`src/rtl/iopad_in_pkg.sv`:
```
// Shared types and helpers for the pad input conditioner.
package iopad_in_pkg;

    // Filter state: STABLE while the synchronised input matches the level,
    // QUAL while a differing value is being counted.
    typedef enum logic [0:0] {
        STABLE = 1'b0,
        QUAL   = 1'b1
    } filt_state_t;

    // Effective stable-count threshold: a programmed 0 behaves like 1.
    function automatic int unsigned thr_f(input int unsigned filt_len);
        return (filt_len == 0) ? 32'd1 : filt_len;
    endfunction

endpackage

```
`src/rtl/iopad_in_filter_if.sv`:
```
// Core-side bus of the pad input conditioner. The master drives the pad
// input and the controls; the slave (the filter) drives level, strobes,
// the event buffer and debug visibility of the filter state.
//
// Event handshake: evt_valid/evt_rise are registered outputs. An event
// transfers on every rising clk edge where evt_valid && evt_ready. Once
// evt_valid is high it and evt_rise stay unchanged until that transfer.
// evt_ready may be driven freely and never depends on evt_valid.
interface iopad_in_filter_if #(
    parameter int CNT_W = 8
);
    logic                      p2c;
    logic [CNT_W-1:0]          filt_len;
    logic                      level;
    logic                      rise;
    logic                      fall;
    logic                      evt_valid;
    logic                      evt_rise;
    logic                      evt_ready;
    logic                      ovf;
    logic                      ovf_clr;
    iopad_in_pkg::filt_state_t dbg_state;
    logic [CNT_W-1:0]          dbg_cnt;

    modport master (
        output p2c, filt_len, evt_ready, ovf_clr,
        input  level, rise, fall, evt_valid, evt_rise, ovf, dbg_state, dbg_cnt
    );

    modport slave (
        input  p2c, filt_len, evt_ready, ovf_clr,
        output level, rise, fall, evt_valid, evt_rise, ovf, dbg_state, dbg_cnt
    );
endinterface

```
`src/rtl/iopad_in_sync.sv`:
```
// Plain flop-chain synchroniser for the asynchronous pad input.
module iopad_in_sync #(
    parameter int   SYNC_STAGES = 2,
    parameter logic RST_LEVEL   = 1'b0
) (
    input  logic clk,
    input  logic rst,
    input  logic d_i,
    output logic q_o
);
    logic [SYNC_STAGES-1:0] sync_q;

    // Shift the raw input through the chain; no logic between stages.
    always_ff @(posedge clk) begin
        if (rst) begin
            sync_q <= {SYNC_STAGES{RST_LEVEL}};
        end else begin
            sync_q <= {sync_q[SYNC_STAGES-2:0], d_i};
        end
    end

    assign q_o = sync_q[SYNC_STAGES-1];
endmodule

```
`src/rtl/iopad_in_filter.sv`:
```
// Pad input conditioner: synchronise p2c, qualify each change with a
// programmable stable count, publish the clean level, edge strobes and a
// one-entry edge-event buffer with a sticky overrun flag.
module iopad_in_filter
    import iopad_in_pkg::*;
#(
    parameter int   SYNC_STAGES = 2,
    parameter int   CNT_W       = 8,
    parameter logic RST_LEVEL   = 1'b0
) (
    input logic               clk,
    input logic               rst,
    iopad_in_filter_if.slave  bus
);
    logic             sync_out;
    logic [CNT_W:0]   thr;
    logic [CNT_W:0]   cnt_inc;
    logic             diff;
    logic             accept;
    logic             ovf_set;

    filt_state_t      state_q, state_d;
    logic [CNT_W-1:0] cnt_q, cnt_d;
    logic             level_q, level_d;
    logic             rise_q, rise_d;
    logic             fall_q, fall_d;
    logic             evt_valid_q, evt_valid_d;
    logic             evt_rise_q, evt_rise_d;
    logic             ovf_q, ovf_d;

    iopad_in_sync #(
        .SYNC_STAGES (SYNC_STAGES),
        .RST_LEVEL   (RST_LEVEL)
    ) u_sync (
        .clk (clk),
        .rst (rst),
        .d_i (bus.p2c),
        .q_o (sync_out)
    );

    // One extra bit so cnt + 1 never wraps before it is compared.
    assign thr     = (CNT_W+1)'(thr_f(32'(bus.filt_len)));
    assign cnt_inc = {1'b0, cnt_q} + (CNT_W+1)'(1);
    assign diff    = (sync_out != level_q);

    // Qualifier: count consecutive differing samples, accept at threshold.
    always_comb begin
        state_d = state_q;
        cnt_d   = cnt_q;
        accept  = 1'b0;
        case (state_q)
            STABLE: begin
                cnt_d = '0;
                if (diff) begin
                    if (thr == (CNT_W+1)'(1)) begin
                        accept = 1'b1;
                    end else begin
                        state_d = QUAL;
                        cnt_d   = CNT_W'(1);
                    end
                end
            end
            QUAL: begin
                if (!diff) begin
                    state_d = STABLE;
                    cnt_d   = '0;
                end else if (cnt_inc >= thr) begin
                    accept  = 1'b1;
                    state_d = STABLE;
                    cnt_d   = '0;
                end else begin
                    cnt_d = cnt_inc[CNT_W-1:0];
                end
            end
            default: begin
                state_d = STABLE;
                cnt_d   = '0;
            end
        endcase
    end

    // Level, strobes, event buffer and overrun flag driven by an accept.
    always_comb begin
        level_d     = level_q;
        rise_d      = 1'b0;
        fall_d      = 1'b0;
        evt_valid_d = evt_valid_q;
        evt_rise_d  = evt_rise_q;
        ovf_set     = 1'b0;
        if (accept) begin
            level_d = sync_out;
            rise_d  = sync_out;
            fall_d  = !sync_out;
            if (!evt_valid_q || bus.evt_ready) begin
                evt_valid_d = 1'b1;
                evt_rise_d  = sync_out;
            end else begin
                ovf_set = 1'b1;
            end
        end else if (evt_valid_q && bus.evt_ready) begin
            evt_valid_d = 1'b0;
        end
        // A new drop wins over a simultaneous clear request.
        if (ovf_set) begin
            ovf_d = 1'b1;
        end else if (bus.ovf_clr) begin
            ovf_d = 1'b0;
        end else begin
            ovf_d = ovf_q;
        end
    end

    // State registers; reset discards any pending event without flagging it.
    always_ff @(posedge clk) begin
        if (rst) begin
            state_q     <= STABLE;
            cnt_q       <= '0;
            level_q     <= RST_LEVEL;
            rise_q      <= 1'b0;
            fall_q      <= 1'b0;
            evt_valid_q <= 1'b0;
            evt_rise_q  <= 1'b0;
            ovf_q       <= 1'b0;
        end else begin
            state_q     <= state_d;
            cnt_q       <= cnt_d;
            level_q     <= level_d;
            rise_q      <= rise_d;
            fall_q      <= fall_d;
            evt_valid_q <= evt_valid_d;
            evt_rise_q  <= evt_rise_d;
            ovf_q       <= ovf_d;
        end
    end

    assign bus.level     = level_q;
    assign bus.rise      = rise_q;
    assign bus.fall      = fall_q;
    assign bus.evt_valid = evt_valid_q;
    assign bus.evt_rise  = evt_rise_q;
    assign bus.ovf       = ovf_q;
    assign bus.dbg_state = state_q;
    assign bus.dbg_cnt   = cnt_q;
endmodule
```
`src/flat_wrapper.sv`:
```
// flat-port wrapper written by rule: the top's interface ports become plain ports
module iopad_in_filter_flat import iopad_in_pkg::*;
#(
    parameter int   SYNC_STAGES = 2,
    parameter int   CNT_W       = 8,
    parameter logic RST_LEVEL   = 1'b0
)
  (clk, rst, bus_p2c, bus_filt_len, bus_evt_ready, bus_ovf_clr, bus_level, bus_rise, bus_fall, bus_evt_valid, bus_evt_rise, bus_ovf, bus_dbg_state, bus_dbg_cnt);
  iopad_in_filter_if #(.CNT_W(CNT_W)) bus_i ();
  input logic clk;
  input logic rst;
  input wire logic [$bits(bus_i.p2c)-1:0] bus_p2c;
  input wire logic [$bits(bus_i.filt_len)-1:0] bus_filt_len;
  input wire logic [$bits(bus_i.evt_ready)-1:0] bus_evt_ready;
  input wire logic [$bits(bus_i.ovf_clr)-1:0] bus_ovf_clr;
  output wire logic [$bits(bus_i.level)-1:0] bus_level;
  output wire logic [$bits(bus_i.rise)-1:0] bus_rise;
  output wire logic [$bits(bus_i.fall)-1:0] bus_fall;
  output wire logic [$bits(bus_i.evt_valid)-1:0] bus_evt_valid;
  output wire logic [$bits(bus_i.evt_rise)-1:0] bus_evt_rise;
  output wire logic [$bits(bus_i.ovf)-1:0] bus_ovf;
  output wire logic [$bits(bus_i.dbg_state)-1:0] bus_dbg_state;
  output wire logic [$bits(bus_i.dbg_cnt)-1:0] bus_dbg_cnt;
  assign bus_i.p2c = bus_p2c;
  assign bus_i.filt_len = bus_filt_len;
  assign bus_i.evt_ready = bus_evt_ready;
  assign bus_i.ovf_clr = bus_ovf_clr;
  assign bus_level = bus_i.level;
  assign bus_rise = bus_i.rise;
  assign bus_fall = bus_i.fall;
  assign bus_evt_valid = bus_i.evt_valid;
  assign bus_evt_rise = bus_i.evt_rise;
  assign bus_ovf = bus_i.ovf;
  assign bus_dbg_state = bus_i.dbg_state;
  assign bus_dbg_cnt = bus_i.dbg_cnt;
  iopad_in_filter #(.SYNC_STAGES(SYNC_STAGES), .CNT_W(CNT_W), .RST_LEVEL(RST_LEVEL)) u_core (.clk(clk), .rst(rst), .bus(bus_i));
endmodule
```
`config.mk`:
```
export PLATFORM = sky130hd
export DESIGN_NAME = iopad_in_filter_flat
export DESIGN_NICKNAME = d
export VERILOG_FILES = /design/src/rtl/iopad_in_pkg.sv /design/src/rtl/iopad_in_filter_if.sv /design/src/rtl/iopad_in_sync.sv /design/src/rtl/iopad_in_filter.sv /design/src/flat_wrapper.sv
export SDC_FILE = /design/constraint.sdc
export NUM_CORES = 1
export LEC_CHECK = 0
export ABC_AREA = 1
export BUFFER_PORTS_ARGS = -buffer_cell sky130_fd_sc_hd__buf_2
export CORE_ASPECT_RATIO = 0.75
export CORE_MARGIN = 2
export CORE_UTILIZATION = 30
export CTS_CLUSTER_SIZE = 24
export DETAILED_ROUTE_END_ITERATION = 10
export PLACE_DENSITY = 0.65
export SYNTH_ARGS = -nofsm -noshare
export SYNTH_HDL_FRONTEND = slang
export SYNTH_SLANG_ARGS = --single-unit
```
`constraint.sdc`:
```
create_clock -name clk -period 2 [get_ports clk]
set_input_delay 0.3 -clock clk [delete_from_list [all_inputs] [get_ports clk]]
set_output_delay 0.3 -clock clk [all_outputs]
set_load 0.02 [all_outputs]
```
* Yosys cells after proc, flatten, opt, wreduce, memory -nomap -nowiden
Cells that the tools add are included.
** Storage, ports and cells
- Memories :: 0
- Output and inout port bits :: 15
- Input port bits :: 13
- Bits in registers :: 17
- RAM bits :: 0
- Bits in read-only memories :: 0
- Bits in latches :: 0
** Cells by class
- Shifts and indexed selects :: 0
- Order comparisons :: 1
- Divide/modulo/power cells :: 0
- $add $sub $neg :: 1
- Reductions and logical operators :: 10
- Multiplexer cells :: 23
- Eq/ne operators :: 3
- Bitwise operators :: 2
- $mul :: 0
** Operators with widths (number)
- 8-bit two-way mux :: 4
- 1-bit two-way mux :: 16
- 8-bit one-hot mux with 2 select lines :: 1
- 8-bit by 1-bit adder with 9-bit output (second input constant) :: 1
- 9-bit by 1-bit equality test with 1-bit output (second input constant) :: 1
- 9-bit greater-or-equal comparator :: 1
- 8-bit zero test :: 1
- 1-bit one-hot mux with 2 select lines :: 2
- 2-bit AND reduction :: 2
- 2-bit nonzero test :: 2
- 1-bit zero test :: 2
- 2-bit inequality test (second input constant) :: 1
- 1-bit NOT :: 2
- 2-bit OR reduction :: 1
- 1-bit logical AND :: 1
- 1-bit logical OR :: 1
- 1-bit inequality test :: 1

* Logic depth before layout (Yosys ltp)
Gate-level depths: netlist of the first run.
- Word-level depth :: 8
- Mapped depth :: 18

* Cells and area by module
A second synthesis of the first run with hierarchy kept.
** Unflattened totals
- Cells, all modules :: 126
- Area, all modules :: 945.9 µm²
** Modules (own cells, without submodules)
- iopad_in_filter :: instances 1, area an instance 890.9 µm², cells an instance 120
- iopad_in_sync :: instances 1, area an instance 55.1 µm², cells an instance 6

* Worst setup path before layout of the first run
OpenSTA, ideal clock, no wires.
- Path kind :: register to register
- Start point :: reg u_core.cnt_q[0], in the netlist u_core.bus.dbg_cnt[0]
- End point :: reg u_core.level_q, in the netlist u_core.bus.level
- Data required time :: 1.882 ns
- Stages on the path, launching flop included :: 17
- Period minus slack after synthesis :: 2.155 ns
- Path slack :: -0.155 ns
- Path buffers :: 0
- Arrival time :: 2.036 ns
- Library setup time :: 0.118 ns
- Cells stage by stage :: dfxtp_1 ha_1 nand3_2 xor2_1 ha_1 nand2_1 inv_1 nand2_1 nand3_1 nand2_1 nand2_1 nand2_2 nand2_4 nand2_4 clkinv_4 nand3_1 o21ai_1
** On the way
- Cells in the longest elaborated chain, start to end :: 5
** RTL lines
- start, declared :: line iopad_in_filter.sv:23 : logic [CNT_W-1:0] cnt_q, cnt_d;
- start signal, assigned :: line iopad_in_filter.sv:126 : cnt_q <= cnt_d;
- 8-bit by 1-bit adder with 9-bit output :: line iopad_in_filter.sv:43 : assign cnt_inc = {1'b0, cnt_q} + (CNT_W+1)'(1);
- net u_core.cnt_inc[4] :: line iopad_in_filter.sv:17 : logic [CNT_W:0] cnt_inc;
- 9-bit greater-or-equal comparator :: line iopad_in_filter.sv:67 : end else if (cnt_inc >= thr) begin
- 1-bit two-way mux :: line iopad_in_filter.sv:67
- 1-bit two-way mux :: line iopad_in_filter.sv:64 : if (!diff) begin
- 1-bit one-hot mux with 2 select lines :: line iopad_in_filter.sv:51 : case (state_q)
- end signal, assigned :: line iopad_in_filter.sv:127 : level_q <= level_d;
- end, declared :: line iopad_in_filter.sv:24 : logic level_q, level_d;
The timed path passes the listed nets, and every way through them passes these cells.
A chain may end at the register's enable or synchronous reset.

* Worst setup path after layout of the first run
- Start point :: reg u_core.cnt_q[0], in the netlist u_core.bus.dbg_cnt[0]
- End point :: reg u_core.ovf_q, in the netlist u_core.bus.ovf
** On the way
- Cells in the longest elaborated chain, start to end :: 7
- Elaborated cells between the ends (all ways) :: 8
** RTL lines
- 8-bit by 1-bit adder with 9-bit output * :: line iopad_in_filter.sv:43
- net u_core.cnt_inc[4] :: line iopad_in_filter.sv:17
- 9-bit greater-or-equal comparator * :: line iopad_in_filter.sv:67
- 1-bit two-way mux * :: line iopad_in_filter.sv:67
- 1-bit two-way mux * :: line iopad_in_filter.sv:64
- 1-bit one-hot mux with 2 select lines * :: line iopad_in_filter.sv:51
- 1-bit two-way mux * :: line iopad_in_filter.sv:90 : if (accept) begin
- 1-bit two-way mux / 2-bit nonzero test (equally long branches)
- end signal, assigned :: line iopad_in_filter.sv:132 : ovf_q <= ovf_d;
- end, declared :: line iopad_in_filter.sv:29 : logic ovf_q, ovf_d;
Mark *: on every way through the listed nets, which the timed path passes. The rest lies on a longest branch.

==> results of run 1 <==
logic make-up (layout without fill, tap and decap cells):
family / after synthesis / in the layout
AO/OA/AOI/OAI: 7 / 7
XOR/XNOR: 5 / 5
adder cells (fa/ha/maj): 9 / 9
AND/OR/NAND/NOR: 57 / 57
flip-flops: 17 / 17
buffers and inverters: 33 / 72
path summary, 6_finish.rpt:
| check | start | endpoint | depth (start not counted) |
|---|---|---|---|
| max | u_core.bus.dbg_cnt[0] | u_core.bus.ovf | 16 |
| min | bus_p2c | u_core.u_sync.sync_q[0] | 3 |
| max reg2reg | u_core.bus.dbg_cnt[0] | u_core.bus.ovf | 16 |
| min reg2reg | u_core.u_sync.sync_q[0] | u_core.u_sync.sync_q[1] | 2 |
final cells by class:
| type | count | area, sq um |
|---|---|---|
| clock buffer | 4 | 45.0 |
| fill | 320 | 1700 |
| inverter | 33 | 129 |
| multi-input combinational | 78 | 579 |
| sequential | 17 | 350 |
| tap | 38 | 47.5 |
| timing repair buffer | 35 | 195 |
flip-flops by register name, indices dropped and copies added, names as in the netlist:
register              count
u_core.bus.level          1
u_core.bus.evt_rise       1
u_core.bus.dbg_state      1
u_core.u_sync.sync_q      2
u_core.bus.evt_valid      1
u_core.bus.dbg_cnt        8
u_core.bus.fall           1
u_core.bus.ovf            1
u_core.bus.rise           1
Yosys cell counts (all sizes together):
master / n
a211oi: 1
nand3: 6
or2: 3
nand2: 24
inv: 32
nor3: 1
nand4: 3
nor2: 20
o22ai: 1
o21ai: 2
ha: 9
a21oi: 2
clkinv: 1
xor2: 4
a31oi: 1
dfxtp: 17
xnor2: 1
per-layer routing:
metal / routed length, microns / GRT usage (%) / part of all wire, %
met5: 0 / 0 / 0
met4: 19 / 2.88 / 0.91
met3: 101 / 4.12 / 4.8
met2: 866 / 17.6 / 41
met1: 1100 / 16.7 / 53
through the flow:
step,utilization [%],power [mW],worst slack [ns],setup TNS [ns]
detailed placement,40.6,0.404,-0.0735,-0.321
global placement,40.6,0.404,-0.0615,-0.247
CTS,43.7,0.653,-0.00901,-0.0245
finish,44.3,0.644,-0.0663,-0.369
global route,44.3,0.676,-0.221,-2.37
floorplan,-,0.383,0.0113,0
power breakdown:
part	leakage, nW	total, mW	switching [mW]	internal [mW]
Sequential	0.140	0.343	0.00304	0.340
Combinational	0.526	0.0556	0.0313	0.0243
Clock	0.0228	0.246	0.105	0.141
what timing repair did:
action                     CTS  global route
hold buffers                 0             0
cloned                       0             0
setup endpoints to repair    8            15
gates resized for setup     10             4
pin swaps                    6             5
setup buffers                0             0
worst max-delay path: cells and delay by family (launching register included):
family          cells  cell delay, ns
fa+ha+maj           2            0.50
buf+inv             2            0.11
simple gates       10            0.77
xor+xnor            1            0.17
flops               1            0.37
compound gates      1            0.05
==> impl_metrics.env, run 1 <==
export IMPL_viasPerCell=4.19
export IMPL_cts_root_buf="clkbuf_8"
export IMPL_hpwl_microns=1660
export IMPL_grt_pass1_wl_microns=3420
export IMPL_setup_viol=7
export IMPL_synth_area_sq_um=983
export IMPL_fp_row_count=17
export IMPL_required_ns=2.13
export IMPL_synthMuxAreaShare_pct=0
export IMPL_cp_slowest_stage_delay_ns=0.37
export IMPL_vias=859
export IMPL_track_usage_pct=11.9
export IMPL_grt_max_degree=10
export IMPL_fin_area_sq_mm=0.00135
export IMPL_crit_type="register to register"
export IMPL_place_gp_congestion=0.764
export IMPL_num_io_pins=28
export IMPL_die_x_microns=70.1
export IMPL_fp_dieH_microns=53.6
export IMPL_r2r_slack_ns=-0.07
export IMPL_worst_setup_path_end_kind="register"
export IMPL_die_area_sq_mm=0.00376
export IMPL_layout_commonest_cell="inv_1"
export IMPL_first_pass_iters=4
export IMPL_syn_num_nets=150
export IMPL_rsz0062_at_grt="yes"
export IMPL_fin_cells=205
export IMPL_slew_headroom_pct=80.5
export IMPL_wirelength_microns=2090
export IMPL_htree_levels=1
export IMPL_post_route_min_period_ns=2.07
export IMPL_yosys_warnings=0
export IMPL_ys_types=24
export IMPL_antenna_found_initial=0
export IMPL_path_max_fanout=4
export IMPL_netlist_area_leader_share_pct=34.6
export IMPL_crit_path_start_kind="register"
export IMPL_violations="negative setup slack"
export IMPL_post_dp_cell_area_sq_mm=0.00124
export IMPL_leakagePower_nw=0.689
export IMPL_ir_drop_mv=0.268
export IMPL_drive_gt1_share_pct=40.7
export IMPL_port_buffers=27
export IMPL_area_delta_synth_final_pct=36.9
export IMPL_skew_ns=0.00405
export IMPL_clk_latency_ns=0.25
export IMPL_clk_pin_slew_ns=0.06
export IMPL_drv_slew=0
export IMPL_yosysTopAreaCell="dfxtp_1"
export IMPL_nets=190
export IMPL_status="finished, violations left"
export IMPL_hold_viol=0
export IMPL_cts_buffers=3
export IMPL_start_util_pct=32.3
export IMPL_slowest_stage="dfxtp_4"
export IMPL_drv_cap=0
export IMPL_timing_final_crit_share_pct=103
export IMPL_routedWlPerCell_microns=10.2
export IMPL_ys_ff_latch=17
export IMPL_drt_iter0_drc=26
export IMPL_synthAdderAreaFrac_pct=11.5
export IMPL_drc=0
export IMPL_synth_avg_cell_area_sq_um=7.68
export IMPL_final_cell_mix="inv_1 (31), buf_2 (27), nand2_1 (18), nor2_1 (17), dfxtp_1 (13)"
export IMPL_synth_top_family_by_area="simple AND/OR/NAND/NOR gates"
export IMPL_ant_nets=0
export IMPL_cts_buffer_depth=2
export IMPL_cp_data_arrival_time_ns=2.20
export IMPL_grt_overflow=0
export IMPL_hold_slack_ns=0.250
export IMPL_synth_compound_area_share_pct=6.74
export IMPL_synth_cells=128
export IMPL_core_area_sq_mm=0.00304
export IMPL_fmax_mhz=484
export IMPL_yosys_top_cells_area="dfxtp_1 (35%), inv_1 (12%), ha_1 (11%)"
export IMPL_setup_ws_ns=-0.0663
export IMPL_tightest_slew_ns=0.291
export IMPL_n_antenna_cell=0
export IMPL_synth_simple_area_share_pct=29.6
export IMPL_power_density_mw_per_mm2=478
export IMPL_cts_sinks=17
export IMPL_place_inst=201
export IMPL_min_path_type="primary input to register"
export IMPL_yosysSeqAreaShare_pct=34.6
export IMPL_path_cells="ha_4 -> nand3_4 -> xor2_2 -> ha_1 -> nand2_2 -> inv_1 -> nand2_1 -> nand3_1 -> nand2_1 -> nand2_1 -> nand2_2 -> nand2_4 -> nand2_4 -> clkinv_4 -> nand2_4 -> o22ai_2"
export IMPL_cts_tree="built"
export IMPL_grt_pass1_vias=753
export IMPL_synth_xor_area_share_pct=4.45
Power figures use the tool's default switching activity.
==> run 2, diff against run 1 <==
Settings changed: ABC_AREA 1 to default, CORE_ASPECT_RATIO 0.75 to 0.6, HOLD_SLACK_MARGIN from default to 0.15.
==> run 2 against run 1 <==
Against the previous run: the run still ends with negative setup slack left; sequential power is essentially flat; maximum frequency is 8.5% lower; die area decreased by 5.1%; clock power grew 3%.
==> impl_metrics.env, run 2 <==
export IMPL_synth_most_common_cell="dfxtp_1"
export IMPL_ir_drop_mv=0.235
export IMPL_synth_simple_area_share_pct=24.8
export IMPL_crit_buf_inv=1
export IMPL_multi_input_area_sq_um=656
export IMPL_htree_levels=1
export IMPL_fin_cells=194
export IMPL_vias=886
export IMPL_start_util_pct=31.9
export IMPL_drc=0
export IMPL_wirelength_microns=2330
export IMPL_hold_slack_ns=0.264
export IMPL_synth_avg_cell_area_sq_um=9.00
export IMPL_first_pass_iters=4
export IMPL_core_area_sq_mm=0.00291
export IMPL_grt_pass1_vias=861
export IMPL_status="finished, violations left"
export IMPL_clk_latency_ns=0.25
export IMPL_netlist_area_leader_share_pct=36.7
export IMPL_place_gp_congestion=0.848
export IMPL_drv_cap=0
export IMPL_die_x_microns=75.8
export IMPL_maxUsedRoutingLayer="met4"
export IMPL_synth_area_sq_um=927
export IMPL_leakagePower_nw=0.689
export IMPL_synth_edff_count=0
export IMPL_yosysTopAreaCell="dfxtp_1"
export IMPL_setup_viol=15
export IMPL_cts_root_buf="clkbuf_8"
export IMPL_n_antenna_cell=0
export IMPL_drt_met1_wl_microns=1070
export IMPL_layout_commonest_cell="buf_2"
export IMPL_fp_row_count=15
export IMPL_cpMostUsedCell="ha_4"
export IMPL_power_density_mw_per_mm2=464
export IMPL_ys_ff_latch=17
export IMPL_place_inst=186
export IMPL_path_cells="ha_4 -> nand3_4 -> nor2_4 -> xor2_2 -> ha_4 -> a21oi_2 -> o21ai_2 -> a221oi_4 -> buf_4 -> nor2_2 -> a21o_1"
export IMPL_synth_top_family_by_area="simple AND/OR/NAND/NOR gates"
export IMPL_required_ns=2.15
export IMPL_ys_types=28
export IMPL_clk_pin_slew_ns=0.07
export IMPL_synthMuxAreaShare_pct=0
export IMPL_cts_buffer_depth=2
export IMPL_synth_cells=103
export IMPL_crit_path_start_kind="register"
export IMPL_timing_final_crit_share_pct=113
export IMPL_skew_ns=0.00592
export IMPL_slew_headroom_pct=69.9
export IMPL_cts_tree="built"
export IMPL_netlist_top_cells_count="dfxtp_1 (17), inv_1 (12), nor2b_1 (11)"
export IMPL_yosysSeqAreaShare_pct=36.7
export IMPL_tightest_slew_ns=0.452
export IMPL_yosys_most_used_dff="dfxtp_1"
export IMPL_rsz0062_at_grt="yes"
export IMPL_largest_reg_flops=8
export IMPL_setup_ws_ns=-0.258
export IMPL_drive_gt1_share_pct=52.6
export IMPL_ys_async_sr_fraction_pct=0
export IMPL_yosys_warnings=0
export IMPL_drt_iter0_drc=35
export IMPL_final_cell_mix="buf_2 (27), buf_4 (16), inv_1 (12), dfxtp_1 (10), nor2b_1 (8)"
export IMPL_cts_sinks=17
export IMPL_post_route_min_period_ns=2.26
export IMPL_hpwl_microns=1860
export IMPL_cp_slowest_stage_delay_ns=0.37
export IMPL_dr_wl_met2_microns=1100
export IMPL_ant_nets=0
export IMPL_drv_slew=0
export IMPL_cts_buffers=3
export IMPL_place_ws_ns=-0.393
export IMPL_routedWlPerCell_microns=12.0
export IMPL_grt_max_degree=10
export IMPL_num_io_pins=28
export IMPL_crit_family="compound AO/OA/AOI/OAI gates"
export IMPL_worst_setup_path_end_kind="register"
export IMPL_num_fill_cells=282
export IMPL_violations="negative setup slack"
export IMPL_seqCellArea_sq_um=357
export IMPL_synth_compound_area_share_pct=15.8
export IMPL_hold_viol=0
export IMPL_die_area_sq_mm=0.00357
export IMPL_fmax_mhz=443
export IMPL_wl_met3_microns=142
export IMPL_min_path_type="primary input to register"
export IMPL_slowest_stage="dfxtp_4"
export IMPL_nets=175
export IMPL_cp_data_arrival_time_ns=2.41
export IMPL_grt_overflow=0
export IMPL_yosys_top_cells_area="dfxtp_1 (37%), ha_1 (12%), nor2b_1 (7.4%)"
export IMPL_crit_type="register to register"
export IMPL_synth_xor_area_share_pct=5.67
export IMPL_grt_pass1_wl_microns=3970
export IMPL_area_delta_synth_final_pct=54.5
export IMPL_path_max_fanout=4
export IMPL_synthAdderAreaFrac_pct=12.1
export IMPL_fp_dieH_microns=47.1
export IMPL_syn_num_nets=125
export IMPL_port_buffers=27
export IMPL_antenna_found_initial=0
export IMPL_track_usage_pct=15.4
export IMPL_viasPerCell=4.57
[run 2: path summary, 6_finish.rpt]
kind                                start                 endpoint  slack, ns  depth (start not counted)
hold / removal                    bus_p2c  u_core.u_sync.sync_q[0]       0.26                          2
hold reg to reg   u_core.u_sync.sync_q[0]  u_core.u_sync.sync_q[1]       0.44                          1
setup / recovery    u_core.bus.dbg_cnt[1]      u_core.bus.evt_rise      -0.26                         11
setup reg to reg    u_core.bus.dbg_cnt[1]      u_core.bus.evt_rise      -0.26                         11
[run 2: area by class of cell]
class | instances | share of cell area (%)
inverters | 12 | 3.14
well taps | 42 | 3.67
multi-input cells | 74 | 45.8
repair buffers | 45 | 19.4
flip-flops and latches | 17 | 24.9
clock buffers | 4 | 3.14
[run 2: timing repair]
| item | in CTS | in global routing |
|---|---|---|
| hold buffers | 0 | 0 |
| setup endpoints to repair | 15 | 15 |
| setup buffers | 3 | 1 |
| resized for setup | 7 | 8 |
| pin swaps | 4 | 3 |
[run 2: cell families (layout without fill, tap and decap cells)]
kind of cell             Yosys count  count (layout)
AO/OA/AOI/OAI                     17              17
XOR/XNOR                           6               6
AND/OR/NAND/NOR                   42              42
flip-flops                        17              17
buffers and inverters             12              61
adder cells (fa/ha/maj)            9               9
[run 2: where the power goes]
group          total (mW)  switching, mW  internal (mW)  leakage, nW
clock network       0.253          0.112          0.141       0.0228
logic              0.0686         0.0349         0.0336        0.524
registers           0.342        0.00361          0.339        0.142
total               0.664          0.151          0.513        0.689
[run 2: per-layer routing]
layer	track usage, %	vias up
li1	-	451
met1	20.4	414
met2	24.7	17
met3	5.58	4
met4	3.16	0
met5	0	-
[run 2: stage by stage]
step	TNS (ns)	cell area, sq um	utilization [%]	total power, mW
after floorplan	-0.493	991	-	0.382
after global placement	-3.09	1280	44.1	0.410
after detailed placement	-4.94	1280	44.1	0.412
after CTS	-2.68	1400	48.0	0.672
after global routing	-4.16	1430	49.2	0.702
final	-2.89	1430	49.2	0.664
==> run 3, diff against run 2 <==
==> constraint.sdc (replaced) <==
create_clock -name clk -period 2 [get_ports clk]
set_input_delay 0.4 -clock clk [delete_from_list [all_inputs] [get_ports clk]]
set_output_delay 0.4 -clock clk [all_outputs]
set_load 0.02 [all_outputs]
==> run 3 against run 2 <==
Against the previous run: the flow still finishes with violations (negative setup slack); clock power is 5% higher; final cell count stayed put; cell area is 3.1% higher; clock-buffer cell count is 1 lower; global-route usage is 0.19 points higher; largest power group unchanged.
==> impl_metrics.env, run 3 (synthesis results as in run 2) <==
export IMPL_path_max_fanout=5
export IMPL_worst_setup_path_end_kind="register"
export IMPL_vias=903
export IMPL_routedWlPerCell_microns=13.0
export IMPL_die_x_microns=75.8
export IMPL_first_pass_iters=4
export IMPL_fp_row_count=15
export IMPL_holdBufCountCts=0
export IMPL_status="finished, violations left"
export IMPL_crit_path_start_kind="register"
export IMPL_p_clk_share_pct=38.9
export IMPL_track_usage_pct=15.6
export IMPL_drv_cap=0
export IMPL_rsz0062_at_grt="yes"
export IMPL_cp_slowest_stage_delay_ns=0.37
export IMPL_clk_pin_slew_ns=0.07
export IMPL_cp_data_arrival_time_ns=2.35
export IMPL_worstReg2RegStart="u_core.bus.dbg_cnt[1]"
export IMPL_start_util_pct=31.9
export IMPL_cts_sinks=17
export IMPL_slowest_stage="dfxtp_4"
export IMPL_viasPerCell=4.65
export IMPL_crit_start="u_core.bus.dbg_cnt[1]"
export IMPL_power_density_mw_per_mm2=463
export IMPL_crit_buf_inv=1
export IMPL_leakagePower_nw=0.693
export IMPL_timing_final_crit_share_pct=110
export IMPL_power_share_combinational_pct=11.1
export IMPL_required_ns=2.15
export IMPL_layout_commonest_cell="buf_2"
export IMPL_drive_gt1_share_pct=55.9
export IMPL_cts_buffers=3
export IMPL_grt_overflow=0
export IMPL_skew_ns=0.00475
export IMPL_drv_slew=0
export IMPL_tightest_slew_ns=0.722
export IMPL_setup_ws_ns=-0.199
export IMPL_hold_slack_ns=0.376
export IMPL_cts_root_buf="clkbuf_8"
export IMPL_r2r_slack_ns=-0.20
export IMPL_port_buffers=27
export IMPL_clk_latency_ns=0.26
export IMPL_fin_util_pct=50.8
export IMPL_nets=175
export IMPL_hold_viol=0
export IMPL_ant_nets=0
export IMPL_power_net_switching_mw=0.172
export IMPL_slew_headroom_pct=51.9
export IMPL_reg2reg_to="u_core.bus.ovf"
export IMPL_setup_viol=15
export IMPL_cp_depth=11
export IMPL_num_io_pins=28
export IMPL_wirelength_microns=2520
export IMPL_drt_iter0_drc=19
export IMPL_crit_type="register to register"
export IMPL_grt_pass1_wl_microns=3990
export IMPL_cts_tree="built"
export IMPL_endpoint="u_core.bus.ovf"
export IMPL_place_gp_congestion=0.824
export IMPL_area_delta_synth_final_pct=59.2
export IMPL_die_area_sq_mm=0.00357
export IMPL_fin_cells=194
export IMPL_htree_levels=1
export IMPL_crit_family="compound AO/OA/AOI/OAI gates"
export IMPL_antenna_found_initial=0
export IMPL_violations="negative setup slack"
export IMPL_cts_buffer_depth=2
export IMPL_n_antenna_cell=0
export IMPL_final_cell_mix="buf_2 (27), buf_4 (17), inv_1 (12), dfxtp_1 (10), nor2b_1 (9)"
export IMPL_largest_reg_flops=8
export IMPL_grt_pass1_vias=900
export IMPL_hpwl_microns=1930
export IMPL_post_route_min_period_ns=2.20
export IMPL_power_share_sequential_pct=50.0
export IMPL_p_int_mw=0.511
export IMPL_switching_share_pct=25.2
export IMPL_ir_drop_mv=0.305
export IMPL_place_ws_ns=-0.476
export IMPL_r2r_cells=11
export IMPL_place_inst=184
export IMPL_fp_dieH_microns=47.1
export IMPL_min_path_type="primary input to register"
export IMPL_fmax_mhz=455
export IMPL_drc=0
export IMPL_path_cells="ha_4 -> nand3_4 -> nor2_4 -> xor2_2 -> ha_4 -> a21oi_2 -> o21ai_2 -> a221oi_4 -> buf_6 -> nor3_4 -> a22o_1"
export IMPL_cpMostUsedCell="ha_4"
export IMPL_core_area_sq_mm=0.00291
export IMPL_grt_max_degree=11
==> run 3: metrics by stage <==
stage	power, mW	instance area, sq um	setup TNS, ns
CTS	0.685	1390	-2.15
global placement	0.410	1270	-4.09
global route	0.718	1480	-3.27
floorplan	0.382	997	-0.493
finish	0.683	1480	-1.55
detailed placement	0.412	1270	-5.71
==> run 3: how the worst min path moves through the flow <==
stage,startpoint,endpoint,slack [ns],depth (start not counted)
floorplan,u_core.u_sync.sync_q[0],u_core.u_sync.sync_q[1],0.41,1
global placement,u_core.u_sync.sync_q[0],u_core.u_sync.sync_q[1],0.42,1
detailed placement,u_core.u_sync.sync_q[0],u_core.u_sync.sync_q[1],0.43,1
CTS,bus_p2c,u_core.u_sync.sync_q[0],0.37,2
global route,bus_p2c,u_core.u_sync.sync_q[0],0.38,2
finish,bus_p2c,u_core.u_sync.sync_q[0],0.38,2
==> run 3: routing by layer <==
metal / global-route usage [%] / wire [microns] / up-vias
li1: - / - / 446
met1: 19.4 / 1130 / 424
met2: 25.2 / 1200 / 29
met3: 5.36 / 150 / 4
met4: 6.67 / 40 / 0
met5: 0 / 0 / -
==> run 3: power by group through the flow <==
stage                     combinational (mW)  sequential [mW]  clock (mW)
after global placement                0.0606            0.349           0
final                                 0.0759            0.342       0.266
after global routing                  0.0824            0.342       0.294
after detailed placement              0.0629            0.349           0
after floorplan                       0.0310            0.351           0
after CTS                             0.0682            0.342       0.275
==> run 3: cell type report <==
type,count,area (sq um)
Inverter,12,45.0
Fill cell,283,1430
Timing Repair Buffer,45,274
Clock buffer,3,41.3
Clock inverter,1,5.00
Sequential cell,17,357
Tap cell,42,52.6
Multi-Input combinational cell,74,702
==> run 3: timing repair <==
action,in CTS,in global routing
pin swaps,9,6
gates resized for setup,7,14
setup buffers,5,1
setup endpoints to repair,15,15
